--- src/rtl/mfcc_pkg.sv ---
// rtl/mfcc_pkg.sv - shared MFCC frame constants, feature word type and FSM state encodings
//
// Purpose: constants and types common to the DCT-II stage, the frame
// collector and the VAD classifier.
//   N_FEAT     : coefficients per MFCC frame
//   DATA_W     : feature word width (IEEE-754 single, carried untouched)
//   CNT_W      : committed-frame counter width
//   feat_t     : one feature word
//   wr_state_e : collector write-side states
//   rd_state_e : collector read-side states
package mfcc_pkg;

  localparam int N_FEAT = 13;
  localparam int DATA_W = 32;
  localparam int CNT_W  = 16;

  typedef logic [DATA_W-1:0] feat_t;

  typedef enum logic [1:0] {
    W_IDLE = 2'd0,
    W_FILL = 2'd1,
    W_DROP = 2'd2
  } wr_state_e;

  typedef enum logic {
    R_IDLE = 1'b0,
    R_SEND = 1'b1
  } rd_state_e;

endpackage

--- src/rtl/mfcc_frame_bank.sv ---
// rtl/mfcc_frame_bank.sv - two-bank feature frame register file with registered read
//
// Purpose: holds two complete frames so one can be filled while the other drains.
// Ports:
//   clk, rst           : clock, asynchronous active-low reset (read register only)
//   we, wr_bank,
//   wr_idx, wr_data    : write port
//   re, rd_bank, rd_idx: read port; rd_data updates only when re=1 so the
//                        presented word holds through consumer stalls
//   rd_data            : registered read data, 0 after reset
module mfcc_frame_bank #(
  parameter int N_FEAT = mfcc_pkg::N_FEAT,
  parameter int DATA_W = mfcc_pkg::DATA_W,
  parameter int IDX_W  = $clog2(N_FEAT)
) (
  input  logic              clk,
  input  logic              rst,
  input  logic              we,
  input  logic              wr_bank,
  input  logic [IDX_W-1:0]  wr_idx,
  input  logic [DATA_W-1:0] wr_data,
  input  logic              re,
  input  logic              rd_bank,
  input  logic [IDX_W-1:0]  rd_idx,
  output logic [DATA_W-1:0] rd_data
);

  logic [DATA_W-1:0] mem [2][N_FEAT];

  always_ff @(posedge clk) begin
    if (we) begin
      mem[wr_bank][wr_idx] <= wr_data;
    end
  end

  always_ff @(posedge clk or negedge rst) begin
    if (!rst) begin
      rd_data <= '0;
    end else if (re) begin
      rd_data <= mem[rd_bank][rd_idx];
    end
  end

endmodule

--- src/rtl/mfcc_frame_collector.sv ---
// rtl/mfcc_frame_collector.sv - collects DCT-II bursts into MFCC frames and replays them as a stream
//
// Purpose: length-checks each contiguous input burst, double-buffers good
// frames and streams them to the VAD classifier with valid/ready/last.
// Ports:
//   clk, rst                  : clock, asynchronous active-low reset
//   tvalid_dct2_feat, dct2_feat: input burst (valid held high for whole burst)
//   tvalid_mfcc_feat, tready_mfcc_feat, mfcc_feat, tlast_mfcc_feat: output stream
//   frame_err                 : pulse, burst length wrong, burst dropped
//   overflow                  : pulse, no free bank at burst start, burst dropped
//   frame_cnt                 : committed frame count (wraps)
module mfcc_frame_collector #(
  parameter int N_FEAT = mfcc_pkg::N_FEAT,
  parameter int DATA_W = mfcc_pkg::DATA_W,
  parameter int CNT_W  = mfcc_pkg::CNT_W
) (
  input  logic              clk,
  input  logic              rst,
  input  logic              tvalid_dct2_feat,
  input  logic [DATA_W-1:0] dct2_feat,
  output logic              tvalid_mfcc_feat,
  input  logic              tready_mfcc_feat,
  output logic [DATA_W-1:0] mfcc_feat,
  output logic              tlast_mfcc_feat,
  output logic              frame_err,
  output logic              overflow,
  output logic [CNT_W-1:0]  frame_cnt
);
  import mfcc_pkg::*;

  // Write index must reach N_FEAT to tell a complete burst from a long one.
  localparam int WI_W = $clog2(N_FEAT + 1);
  localparam int RI_W = $clog2(N_FEAT);
  localparam logic [WI_W-1:0] W_LAST = WI_W'(N_FEAT);
  localparam logic [RI_W-1:0] R_LAST = RI_W'(N_FEAT - 1);

  wr_state_e        wstate, wstate_n;
  logic [WI_W-1:0]  widx, widx_n;
  logic             wr_bank, wr_bank_n;
  logic [1:0]       full, full_n;
  logic             we, commit, err_n, ovf_n;
  logic [RI_W-1:0]  wr_idx;

  rd_state_e        rstate, rstate_n;
  logic [RI_W-1:0]  ridx, ridx_n, ridx_inc, rd_idx;
  logic             rd_bank, rd_bank_n, other_bank, rd_sel_bank;
  logic             tvalid_n, tlast_n, re, release_bank, handshake;

  // ---------------- write side ----------------
  always_comb begin
    wstate_n  = wstate;
    widx_n    = widx;
    wr_bank_n = wr_bank;
    we        = 1'b0;
    commit    = 1'b0;
    err_n     = 1'b0;
    ovf_n     = 1'b0;
    case (wstate)
      W_IDLE: begin
        if (tvalid_dct2_feat) begin
          // A bank released by the reader at this same edge counts as free.
          if (!full[wr_bank] || (release_bank && (rd_bank == wr_bank))) begin
            we       = 1'b1;
            widx_n   = WI_W'(1);
            wstate_n = W_FILL;
          end else begin
            ovf_n    = 1'b1;
            wstate_n = W_DROP;
          end
        end
      end
      W_FILL: begin
        if (tvalid_dct2_feat) begin
          if (widx < W_LAST) begin
            we     = 1'b1;
            widx_n = widx + 1'b1;
          end else begin
            err_n    = 1'b1;
            wstate_n = W_DROP;
          end
        end else begin
          if (widx == W_LAST) begin
            commit    = 1'b1;
            wr_bank_n = ~wr_bank;
          end else begin
            err_n = 1'b1;
          end
          wstate_n = W_IDLE;
        end
      end
      W_DROP: begin
        if (!tvalid_dct2_feat) begin
          wstate_n = W_IDLE;
        end
      end
      default: wstate_n = W_IDLE;
    endcase
  end

  assign wr_idx = (wstate == W_IDLE) ? '0 : widx[RI_W-1:0];

  always_comb begin
    full_n = full;
    if (release_bank) full_n[rd_bank] = 1'b0;
    if (commit)       full_n[wr_bank] = 1'b1;
  end

  always_ff @(posedge clk or negedge rst) begin
    if (!rst) begin
      wstate    <= W_IDLE;
      widx      <= '0;
      wr_bank   <= 1'b0;
      full      <= 2'b00;
      frame_err <= 1'b0;
      overflow  <= 1'b0;
      frame_cnt <= '0;
    end else begin
      wstate    <= wstate_n;
      widx      <= widx_n;
      wr_bank   <= wr_bank_n;
      full      <= full_n;
      frame_err <= err_n;
      overflow  <= ovf_n;
      if (commit) frame_cnt <= frame_cnt + 1'b1;
    end
  end

  // ---------------- read side ----------------
  assign handshake  = tvalid_mfcc_feat && tready_mfcc_feat;
  assign ridx_inc   = ridx + 1'b1;
  assign other_bank = ~rd_bank;

  always_comb begin
    rstate_n     = rstate;
    ridx_n       = ridx;
    rd_bank_n    = rd_bank;
    tvalid_n     = tvalid_mfcc_feat;
    tlast_n      = tlast_mfcc_feat;
    re           = 1'b0;
    rd_sel_bank  = rd_bank;
    rd_idx       = '0;
    release_bank = 1'b0;
    case (rstate)
      R_IDLE: begin
        if (full[rd_bank]) begin
          re       = 1'b1;
          ridx_n   = '0;
          tvalid_n = 1'b1;
          tlast_n  = 1'b0;
          rstate_n = R_SEND;
        end
      end
      R_SEND: begin
        if (handshake) begin
          if (ridx == R_LAST) begin
            release_bank = 1'b1;
            rd_bank_n    = other_bank;
            // Chain straight into the other bank so back-to-back frames have no bubble.
            if (full[other_bank]) begin
              re          = 1'b1;
              rd_sel_bank = other_bank;
              ridx_n      = '0;
              tlast_n     = 1'b0;
            end else begin
              tvalid_n = 1'b0;
              tlast_n  = 1'b0;
              rstate_n = R_IDLE;
            end
          end else begin
            re      = 1'b1;
            rd_idx  = ridx_inc;
            ridx_n  = ridx_inc;
            tlast_n = (ridx_inc == R_LAST);
          end
        end
      end
      default: rstate_n = R_IDLE;
    endcase
  end

  always_ff @(posedge clk or negedge rst) begin
    if (!rst) begin
      rstate           <= R_IDLE;
      ridx             <= '0;
      rd_bank          <= 1'b0;
      tvalid_mfcc_feat <= 1'b0;
      tlast_mfcc_feat  <= 1'b0;
    end else begin
      rstate           <= rstate_n;
      ridx             <= ridx_n;
      rd_bank          <= rd_bank_n;
      tvalid_mfcc_feat <= tvalid_n;
      tlast_mfcc_feat  <= tlast_n;
    end
  end

  mfcc_frame_bank #(
    .N_FEAT (N_FEAT),
    .DATA_W (DATA_W),
    .IDX_W  (RI_W)
  ) u_bank (
    .clk     (clk),
    .rst     (rst),
    .we      (we),
    .wr_bank (wr_bank),
    .wr_idx  (wr_idx),
    .wr_data (dct2_feat),
    .re      (re),
    .rd_bank (rd_sel_bank),
    .rd_idx  (rd_idx),
    .rd_data (mfcc_feat)
  );

endmodule

--- config.mk ---
export PLATFORM = sky130hd
export DESIGN_NAME = mfcc_frame_collector
export DESIGN_NICKNAME = d
export VERILOG_FILES = /design/src/rtl/mfcc_pkg.sv /design/src/rtl/mfcc_frame_bank.sv /design/src/rtl/mfcc_frame_collector.sv
export SDC_FILE = /design/constraint.sdc
export NUM_CORES = 1
export LEC_CHECK = 0
export ABC_CLOCK_PERIOD_IN_PS = 4800
export CORE_MARGIN = 2
export CORE_UTILIZATION = 61
export DETAILED_ROUTE_END_ITERATION = 12
export PLACE_DENSITY = 0.81
export SKIP_LAST_GASP = 1
export SYNTH_ARGS = -nofsm -noshare
export SYNTH_HDL_FRONTEND = slang
export SYNTH_HIERARCHICAL = 1
export SYNTH_SLANG_ARGS = --single-unit
export TNS_END_PERCENT = 20
--- constraint.sdc ---
create_clock -name clk -period 4.8 [get_ports clk]
set_clock_uncertainty 0.1 [all_clocks]
set_input_delay 0.96 -clock clk [delete_from_list [all_inputs] [get_ports clk]]
set_output_delay 0.96 -clock clk [all_outputs]
set_load 0.02 [all_outputs]
# Word level (Yosys, flattened, before mapping)
# Memories as Yosys holds them, arrays and structs flattened.
# Cells that the tools add are included.
word_totals:
  ff_bits: 67
  mem_bits_rw: 832
  input_bits: 36
  out_inout_bits: 52
  wordCells: 145
  memories: 1
mem_list:
  columns: ["memory", "depth", "word_bits", "rd", "rd_ports_with_merged_regs", "write_ports", "line_no", "text"]
  rows:
  - ["u_bank.mem", 2, 416, 1, 0, 1, "mfcc_frame_bank.sv:28", "logic [DATA_W-1:0] mem [2][N_FEAT];"]
op_classes:
  addsub: 3
  magnitude_cmp: 9
  eq_ne: 17
  n_mux: 77
  n_bitwise: 9
  reduce_logical: 16
ops:
  columns: ["op", "count"]
  rows:
  - ["2-to-1 mux 416 bit", 1]
  - ["binary-select mux 32 bit (select 4 bit)", 1]
  - ["demux 32 bit (select 4 bit)", 1]
  - ["2-to-1 mux 32 bit", 3]
  - ["2-to-1 mux 4 bit", 12]
  - ["2-to-1 mux 1 bit", 42]
  - ["adder 16 x 1 -> 16 bit (second input constant)", 1]
  - ["case mux 4 bit (2 select lines)", 2]
  - ["2-to-1 mux 2 bit", 7]
  - ["inequality test 2 bit (second input constant)", 7]
  - ["== test 4 bit (second input constant)", 3]
  - ["AND reduction 3 bit", 4]
  - ["greater-or-equal comparator 5 bit (second input constant)", 2]
  - ["inverter 4 -> 5 bit", 2]
  - ["case mux 1 bit (2 select lines)", 5]
  - ["adder 4 x 1 -> 4 bit (second input constant)", 2]
  - ["< comparator 1 x 2 -> 1 bit (second input constant)", 3]
  - ["case mux 2 bit (3 select lines)", 1]
  - ["logical AND 1 bit", 5]
  - ["< comparator 5 x 1 -> 1 bit (second input constant)", 1]
  - ["AND reduction 5 bit", 1]
  - ["< comparator 4 bit (second input constant)", 1]
  - ["inequality test 2 x 1 -> 1 bit (second input constant)", 2]
  - ["inverter 1 bit", 4]
  - ["16 further kinds", 18]

# Longest topological paths before layout
# Gate-level depths: netlist of run 1.
depth:
  depth_word: 11
  mapped_depth: 14

# Modules after synthesis
# Netlist of run 1, hierarchy kept.
by_module_without_submodules:
  columns: ["module", "n_inst", "cells_per_inst", "area_each_um2", "seq_area_each_um2"]
  rows:
  - ["mfcc_frame_bank", 1, 1661, 33098.0, 25784.7]
  - ["mfcc_frame_collector", 1, 183, 1815.5, 875.8]

# Least setup slack after synthesis of run 1
# No wires, ideal clock.
synth_timing:
  path_kind: "input to register"
  from: "in tready_mfcc_feat"
  to: "mem u_bank/mem[0][288] (netlist name) (enable)"
  arrival_time_ns: 3.853
  required_ns: 4.279
  path_slack_ns: 0.426
  cell_stages: 7
  path_cell_list: "nand3_1 -> nor3_1 -> o22ai_1 -> a21oi_1 -> or3b_2 -> clkbuf_1 -> nor2_1"
synth_via:
  elab_chain_len: 10
synth_lines:
  columns: ["item", "line_no", "text"]
  rows:
  - ["start: declaration", "mfcc_frame_collector.sv:22", "input logic tready_mfcc_feat,"]
  - ["logical AND 1 bit", "mfcc_frame_collector.sv:129", "assign handshake = tvalid_mfcc_feat && tready_mfcc_feat;"]
  - ["2-to-1 mux 1 bit", "mfcc_frame_collector.sv:154", "if (handshake) begin"]
  - ["2-to-1 mux 1 bit", "mfcc_frame_collector.sv:143", "case (rstate)"]
  - ["logical AND 1 bit", "mfcc_frame_collector.sv:62", "if (!full[wr_bank] || (release_bank && (rd_bank == wr_bank))) begin"]
  - ["logical OR 1 bit", "mfcc_frame_collector.sv:62", null]
  - ["2-to-1 mux 1 bit", "mfcc_frame_collector.sv:62", null]
  - ["2-to-1 mux 1 bit", "mfcc_frame_collector.sv:60", "if (tvalid_dct2_feat) begin"]
  - ["case mux 1 bit (2 select lines)", "mfcc_frame_collector.sv:58", "case (wstate)"]
  - ["net we", "mfcc_frame_collector.sv:41", "logic we, commit, err_n, ovf_n;"]
  - ["2-to-1 mux 1 bit", "mfcc_frame_bank.sv:31", "if (we) begin"]
  - ["2-to-1 mux 416 bit (not written as such)", "mfcc_frame_bank.sv:32", "mem[wr_bank][wr_idx] <= wr_data;"]
  - ["end: declaration", "mfcc_frame_bank.sv:28", null]
# The timed path passes the listed nets, and every way through them passes these cells.

# Final worst setup path of run 1
layout_timing:
  from: "in tready_mfcc_feat"
  to: "reg u_bank.rd_data[14]"
layout_via:
  elab_chain_len: 7
layout_lines:
  columns: ["item", "line_no", "text"]
  rows:
  - ["logical AND 1 bit", "mfcc_frame_collector.sv:129", null]
  - ["2-to-1 mux 1 bit", "mfcc_frame_collector.sv:154", null]
  - ["2-to-1 mux 1 bit", "mfcc_frame_collector.sv:143", null]
  - ["net rd_sel_bank", "mfcc_frame_collector.sv:46", "logic rd_bank, rd_bank_n, other_bank, rd_sel_bank;"]
  - ["memory read (2 x 416 bit)", null, null]
  - ["binary-select mux 32 bit (select 4 bit)", "mfcc_frame_bank.sv:40", "rd_data <= mem[rd_bank][rd_idx];"]
  - ["2-to-1 mux 32 bit (not written as such) (2 in series)", "mfcc_frame_bank.sv:40", null]
  - ["end signal: assignment", "mfcc_frame_bank.sv:40", null]
  - ["end: declaration", "mfcc_frame_bank.sv:25", "output logic [DATA_W-1:0] rd_data"]
# The timed path passes the listed nets, and every way through them passes these cells. The select of a mux whose other input is x is not followed.
# A chain may end at the register's enable or synchronous reset.

==> results of run 1 <==
## cells in the final DEF (no fill, tap or decap), drive strengths merged, types with 8 or more instances in the layout
cell type	count
a221oi	32
a22o	31
clkdlybuf4s50	86
a2111oi	17
clkinv	23
nor4	17
nor2	81
mux2i	261
dfrtp	67
o21ai	37
nand3b	11
edfxtp	832
inv	20
nand3	11
clkbuf	118
bufinv	8
o22ai	80
mux4	80
xnor2	10
buf	95
nor3	36
a22oi	34
nand2	18
xor2	9
## how the worst max path moves through the flow
stage	endpoint	slack, ps	startpoint
final	u_bank/rd_data[14]	890	tready_mfcc_feat
after global routing	u_bank/rd_data[14]	720	tready_mfcc_feat
after CTS	u_bank/rd_data[14]	970	tready_mfcc_feat
after detailed placement	u_bank/rd_data[14]	340	tready_mfcc_feat
after global placement	u_bank/rd_data[15]	400	tready_mfcc_feat
after floorplan	u_bank/mem[0][288]	430	tready_mfcc_feat
## per-layer routing
metal	track usage, %	up-vias	routed length (um)
li1	-	7868	-
met1	41.2	9809	31000
met2	46.2	1385	41000
met3	7.01	173	11100
met4	10.2	4	2450
met5	0	-	23
## final cells by class
type / count / area, um^2 / share of cell area, %
Timing Repair Buffer: 181 / 1820 / 4.55
Clock inverter: 41 / 422 / 1.05
Clock buffer: 118 / 2350 / 5.86
Sequential cell: 899 / 26700 / 66.4
Multi-Input combinational cell: 830 / 7870 / 19.6
Inverter: 14 / 52.6 / 0.131
Tap cell: 756 / 946 / 2.36
## cells by family after synthesis
| logic type | after synthesis | share of synthesized area, % |
|---|---|---|
| AO/OA/AOI/OAI | 254 | 5.44 |
| XOR/XNOR | 19 | 0.477 |
| adder cells (fa/ha/maj) | 6 | 0.215 |
| buffers and inverters | 115 | 1.79 |
| flip-flops | 899 | 76.4 |
| multiplexers | 341 | 12.6 |
| AND/OR/NAND/NOR | 210 | 3.07 |
## state kept, by name, indices dropped and copies added (netlist names)
signal and count:
u_bank/mem 832, full 2, wr_bank 1, tvalid_mfcc_feat 1, frame_err 1, overflow 1
rd_bank 1, tlast_mfcc_feat 1, frame_cnt 16, u_bank/rd_data 32, widx 4, rstate 1
ridx 4, wstate 2
## through the flow
stage / hold slack (ps) / cell area (um^2) / utilization (%) / setup slack, ps
3_3_place_gp: 370 / 37400 / 66.1 / 398
2_1_floorplan: 421 / 34900 / - / 426
5_1_grt: 407 / 40100 / 71.0 / 718
4_1_cts: 379 / 40100 / 71.0 / 966
3_5_place_dp: 366 / 37400 / 66.1 / 336
6_report: 373 / 40100 / 71.0 / 886
## power groups by stage
stage	Clock (mW)	Sequential, mW	Combinational, mW
6_report	6.66	8.56	0.153
3_5_place_dp	0	8.73	0.154
2_1_floorplan	0	8.72	0.00616
5_1_grt	7.03	8.56	0.170
3_3_place_gp	0	8.73	0.143
4_1_cts	6.72	8.56	0.154
==> impl_metrics.ini, run 1 <==
[run_status]
status = finished clean

[logic_synthesis]
synth_fp_nets = 1886
ys.flop_type = edfxtp_1
synth_most_common_cell = edfxtp_1
synthArstFlopShare_pct = 7.45
synth_top_area_cell = edfxtp_1
synth_top_cells_by_count = edfxtp_1 (832), mux2i_1 (261), nor2_1 (81)
synth_area_per_cell_um2 = 18.9
synth_top_area_share_pct = 71.6
synth_edf_count = 832
yosys_warnings = 6
seq_area_frac_synth_pct = 76.4
synth.distinct_cells = 57
syn_inst = 1844
ys_ff_latch = 899
syn_area_um2 = 34900
synth.area.top_cells = edfxtp_1 (72%), mux2i_1 (7.5%), mux4_2 (5.2%)

[pwr]
ir_drop_v = 0.000286
p_sw_share_pct = 19.0
powerDensity_nw_per_um2 = 383
sequentialPowerShare_pct = 55.7
power.switching_mw = 2.92
p_clk_share_pct = 43.3
intPower_mw = 12.5
leakagePower_nw = 13.5
combPwrFrac_pct = 1.0
total_power_mw = 15.4

[worst_hold_path]
hold_end = frame_cnt[15]
holdPathStages = 1
hp-class = register to register
min_from = frame_cnt[15]

[worst_setup_path]
startpoint_type = input port
reg2reg_depth = 12
arrival_ps = 4310
cp_common_cell = buf_4
crit_fanout = 21
ff2ff_setup_slack_ps = 1040
path_depth = 11
reg2reg_to = u_bank/rd_data[14]
critPathSlowestCell = mux4_2
cp_top_family = buffers and inverters
timing.critical_path.buf_inv = 3
worstPathRequired_ps = 5190
end_kind = register
max_stage_delay_ps = 570
critPathKind = input port to register
rr_startpoint = ridx[0]
crit_chain = clkdlybuf4s50_1 > nand3_1 > nor2_1 > a21oi_1 > a21oi_4 > buf_4 > buf_4 > mux4_2 > a22o_1 > nor4_1 > nor3_1

[cells_and_area]
fillers = 3178
diodes = 0
nets = 2053
final_cells = 2839
drive_gt1_share_pct = 17.0
syn_to_final_growth_pct = 14.9

[timing]
final.setup.tns_ps = 0
finalSetupViolCount = 0
relSlewSlack_pct = 27.9
drv_slew = 0
rsz0062_at_grt = false
worst_pin_slew_ps = 1080
clock.fmax_mhz = 255
finalCritPeriodShare_pct = 81.5
min_period_ps = 3910
hold_viol = 0

[floorplanning]
core_um2 = 56500
dieHeight_um = 243
ioPinCount = 88
fp.dieW_um = 243
initial_core_util_pct = 61.8
rows = 87
die_area_um2 = 59200

[global_routing]
grt_pass1_wl_um = 127000
grt_util_all_layers_pct = 29.5
grt_max_degree = 68
overflow = 0
grt_pass1_vias = 19299
grt_antenna_before_repair = 2

[job]
cap_viol_max_count = 0

[clock_tree]
clkSinkCount = 899
holdBufCountCts = 0
numCtsBuffers = 85
cts_setup_buffers = 0
cts-root-buf = clkbuf_16
clock_latency_ps = 640
cts_tree = done
cts_buffer_depth = 3
cts.clk_slew.worst_paths_ps = 60
cts_max_level = 3
cts_resized = 0

[placement]
dp.cells = 2680
portBuffers = 87
dp_hpwl_um = 48600
routabilityCongestion = 0.832

[detailed_routing]
wl_per_cell_um = 30.1
ant_nets = 0
vias = 19239
viasPerCell = 6.78
routed_wirelength_um = 85600
drtIter0Drc = 2361
drcViolationCount = 0
drt_first_pass_iters = 6
Power figures use the tool's default switching activity.
==> run 2: changes to the inputs <==
- ABC_CLOCK_PERIOD_IN_PS: 4800 -> 3600
- CORE_UTILIZATION: 61 -> 55
- PLACE_DENSITY: 0.81 -> 0.77
- clock period: 4.8 -> 3.6 ns (I/O delays scaled with it)
==> run 2 against run 1 <==
  * The run now ends with hold timing left
  * Sequential share of layout area is 2.5 points lower
  * Sequential power is 33% higher
  * Power is 35% higher
  * Die area is 11% higher
  * First-iteration DRC count is 1.0% higher
==> impl_metrics.ini, run 2 (synthesized netlist as in run 1, its figures left out) <==
[run_status]
status = complete, but fails checks
violations = hold timing

[timing]
relSlewSlack_pct = 23.8
drv_slew = 0
finalCritPeriodShare_pct = 98.3
min_period_ps = 3540
worst_pin_slew_ps = 1140
hold_viol = 1
rsz0062_at_grt = true
clock.fmax_mhz = 283
finalSetupViolCount = 0
setup_ws_ps = 60.8
hold_slack_ps = -0.0295

[floorplanning]
core_um2 = 63000
dieHeight_um = 256
initial_core_util_pct = 55.4
rows = 92
ioPinCount = 88
die_area_um2 = 65500
fp.dieW_um = 256

[cells_and_area]
ff_latch_area_um2 = 26700
fin_util_pct = 66.2
final_cells = 3010
largest_reg_flops = 832
nets = 2136
final_common_cell = edfxtp_1
regMostFlops = u_bank/mem
final_cell_mix = edfxtp_1 (832), mux2i_1 (261), buf_4 (101), clkbuf_16 (86), clkdlybuf4s50_1 (86)
finish.instance_area_um2 = 41700
diodes = 0
drive_gt1_share_pct = 20.4
syn_to_final_growth_pct = 19.4
fillers = 3935
multi_input_area_um2 = 7890
top_regs = u_bank/mem (832), u_bank/rd_data (32), frame_cnt (16)

[detailed_routing]
ant_nets = 0
routed_wirelength_um = 88000
drcViolationCount = 0
wl_per_cell_um = 29.2
viasPerCell = 6.46
drt_first_pass_iters = 5
drtIter0Drc = 2385
vias = 19430

[pwr]
p_clk_share_pct = 44.0
sequentialPowerShare_pct = 54.9
p_sw_share_pct = 19.3
powerDensity_nw_per_um2 = 498
ir_drop_v = 0.000350
power.switching_mw = 4.01
leakagePower_nw = 14.2
combPwrFrac_pct = 1.1
intPower_mw = 16.8

[placement]
dp.cells = 2853
routabilityCongestion = 0.866
dp_slack_ps = -519
dp_hpwl_um = 53900
portBuffers = 87
placed_cell_area_um2 = 38800

[clock_tree]
cts.clk_slew.worst_paths_ps = 60
cts-root-buf = clkbuf_16
cts_setup_buffers = 0
cts_buffer_depth = 3
holdBufCountCts = 0
cts_tree = done
numCtsBuffers = 85
clkSinkCount = 899
clock_latency_ps = 640
cts_max_level = 3

[worst_setup_path]
startpoint_type = register
critPathKind = register to register
timing.critical_path.buf_inv = 4
worstPathRequired_ps = 4000
max_stage_delay_ps = 580
cp_top_family = compound AO/OA/AOI/OAI gates
crit_chain = inv_1 > ha_1 > nand3_1 > nor3_1 > buf_4 > a21oi_4 > buf_12 > buf_12 > mux4_2 > a22o_1 > a2111oi_2 > nor3_1
arrival_ps = 3940
crit_fanout = 17
end_kind = register
critPathSlowestCell = a2111oi_2

[worst_hold_path]
hp-class = input port to asynchronous set/reset pin

[global_routing]
grt_pass1_vias = 19858
grt_pass1_wl_um = 130000
grt_util_all_layers_pct = 27.0
grt_antenna_before_repair = 0
grt_max_degree = 44
overflow = 0

[job]
cap_viol_max_count = 0
[run 2: area by class of cell]
class                      count  area share, %
sequential                   899           64.0
multi-input combinational    830           18.9
timing repair buffer         264           7.58
clock buffer                 115           5.62
tap                          846           2.54
clock inverter                42           1.25
inverter                      14          0.126
[run 2: path summary, 6_finish.rpt]
check	from	end	slack [ps]	cells past startpoint
max reg2reg	ridx[0]	u_bank/rd_data[0]	60	12
max in group asynchronous	rst	u_bank/rd_data[16]	2640	2
max	ridx[0]	u_bank/rd_data[0]	60	12
min in group clk	frame_cnt[15]	frame_cnt[15]	380	1
min reg2reg	frame_cnt[15]	frame_cnt[15]	380	1
min	rst	frame_cnt[13]	-0.03	1
[run 2: power groups by stage]
stage               logic, mW  registers (mW)  clock network [mW]
global placement        0.209            11.6                   0
floorplan             0.00841            11.6                   0
global route            0.244            11.4                9.62
finish                  0.224            11.4                9.14
CTS                     0.225            11.4                9.22
detailed placement      0.223            11.6                   0
[run 2: through the flow]
stage               setup TNS, ps  power [mW]
floorplan                 -111440        11.6
global placement           -35850        11.8
detailed placement         -40150        11.9
CTS                             0        20.9
global route                 -189        21.3
finish                          0        20.8
[run 2: what timing repair did]
action                     4_1_cts  5_1_grt
cloned                           0        0
pin swaps                        0        0
resized for setup                1        1
setup endpoints to repair        1        5
[run 2: layer usage]
layer,track usage (%),share of wire [%],vias up
met3,6.48,11,188
met5,0,0,-
met4,9.32,3.0,0
met2,43.4,49,1214
li1,-,-,8035
met1,36.6,38,9993
==> run 3: changes to the inputs <==
- CORE_UTILIZATION: 55 -> 41
- PLACE_DENSITY: 0.77 -> 0.61
==> run 3 against run 2 <==
  * The flow now finishes without violations
  * First-iteration DRC count is 28% lower
  * Core utilization is 17 points lower
  * Sequential power hardly changed
  * Maximum frequency increased by 3.0%
  * Global-route usage decreased by 6.6 points
  * Power rose by 0.95%
  * Die area grew 34%
  * Clock-buffer cell count is 12 higher
==> impl_metrics.ini, run 3 (synthesized netlist as in run 1, its figures left out) <==
[clock_tree]
cts-root-buf = clkbuf_16
clock_latency_ps = 650
clkSinkCount = 899
cts_tree = done
cts.clk_slew.worst_paths_ps = 60
numCtsBuffers = 89
cts_buffer_depth = 3
cts_max_level = 3

[floorplanning]
rows = 107
core_um2 = 84700
ioPinCount = 88
die_area_um2 = 87500
fp.dieW_um = 296
initial_core_util_pct = 41.2
dieHeight_um = 296

[placement]
dp_slack_ps = -692
dp_hpwl_um = 53800
placed_cell_area_um2 = 39000
routabilityCongestion = 0.782
dp.cells = 3135
portBuffers = 87

[detailed_routing]
routed_wirelength_um = 88700
drt_first_pass_iters = 5
drcViolationCount = 0
viasPerCell = 5.66
wl_per_cell_um = 26.9
ant_nets = 0
drtIter0Drc = 1712
vias = 18688

[worst_setup_path]
cp_top_family = compound AO/OA/AOI/OAI gates
timing.critical_path.buf_inv = 3
critPathSlowestCell = mux4_2
worstPathRequired_ps = 4000
path_depth = 12
arrival_ps = 3830
critPathLaunch = ridx[1]
crit_fanout = 17
rr_startpoint = ridx[1]
reg2reg_depth = 12
crit_chain = inv_1 > ha_1 > nand3_1 > nor2_1 > a21oi_1 > a21oi_4 > buf_4 > buf_12 > mux4_2 > a22o_1 > a2111oi_2 > nor3_1
max_stage_delay_ps = 530
startpoint_type = register
end_kind = register
critPathKind = register to register

[worst_hold_path]
hp-class = input port to asynchronous set/reset pin

[timing]
final.setup.tns_ps = 0
drv_slew = 0
min_period_ps = 3430
worst_pin_slew_ps = 1050
hold_slack_ps = 137
rsz0062_at_grt = true
finalCritPeriodShare_pct = 95.4
clock.fmax_mhz = 291
relSlewSlack_pct = 29.6
finalSetupViolCount = 0
hold_viol = 0
setup_ws_ps = 165

[cells_and_area]
regMostFlops = u_bank/mem
final_common_cell = edfxtp_1
drive_gt1_share_pct = 20.2
top_regs = u_bank/mem (832), u_bank/rd_data (32), frame_cnt (16)
nets = 2126
fin_util_pct = 49.5
final_cell_mix = edfxtp_1 (832), mux2i_1 (261), buf_4 (95), clkbuf_16 (90), clkdlybuf4s50_1 (86)
diodes = 0
finish.instance_area_um2 = 42000
final_cells = 3302
syn_to_final_growth_pct = 20.2
largest_reg_flops = 832

[run_status]
status = finished clean

[global_routing]
grt_util_all_layers_pct = 20.4
grt_pass1_wl_um = 129000
grt_pass1_vias = 19147
grt_antenna_before_repair = 3
overflow = 0
grt_max_degree = 51

[pwr]
total_power_mw = 21.0
ir_drop_v = 0.000315
leakagePower_nw = 14.2
powerDensity_nw_per_um2 = 500

[job]
cap_viol_max_count = 0
[run 3: area by class of cell]
class                      instances  area, um^2
fill                            6864       42800
multi-input combinational        830        7900
timing repair buffer             250        2960
sequential                       899       26700
inverter                          14        52.6
clock buffer                     127        2510
clock inverter                    38         454
tap                             1144        1430
[run 3: repair_timing]
item / CTS / global route
pin swaps: 0 / 0
setup endpoints to repair: 1 / 2
resized for setup: 0 / 1
hold buffers: 0 / 0
setup buffers: 2 / 0
[run 3: routing by layer]
layer,GRT usage [%],vias up,share of wire (%)
li1,-,8042,-
met1,27.6,9836,41
met2,33.6,685,49
met3,3.73,125,7.5
met4,6.26,0,2.5
met5,0,-,0
[run 3: power by group]
group          internal, mW  leakage (nW)  total [mW]  switching, mW
clock                  5.46          1.44        9.35           3.89
sequential             11.4          8.36        11.4        0.00240
combinational        0.0403          4.38       0.208          0.168
total                  16.9          14.2        21.0           4.06
[run 3: path summary, 6_finish.rpt]
path / end / slack, ps
min in group clk: frame_cnt[15] / 370
worst max-delay path: u_bank/rd_data[8] / 170
max in group asynchronous: frame_cnt[4] / 2540
worst min-delay path: u_bank/rd_data[29] / 140
worst max register to register: u_bank/rd_data[8] / 170
worst min register to register: frame_cnt[15] / 370
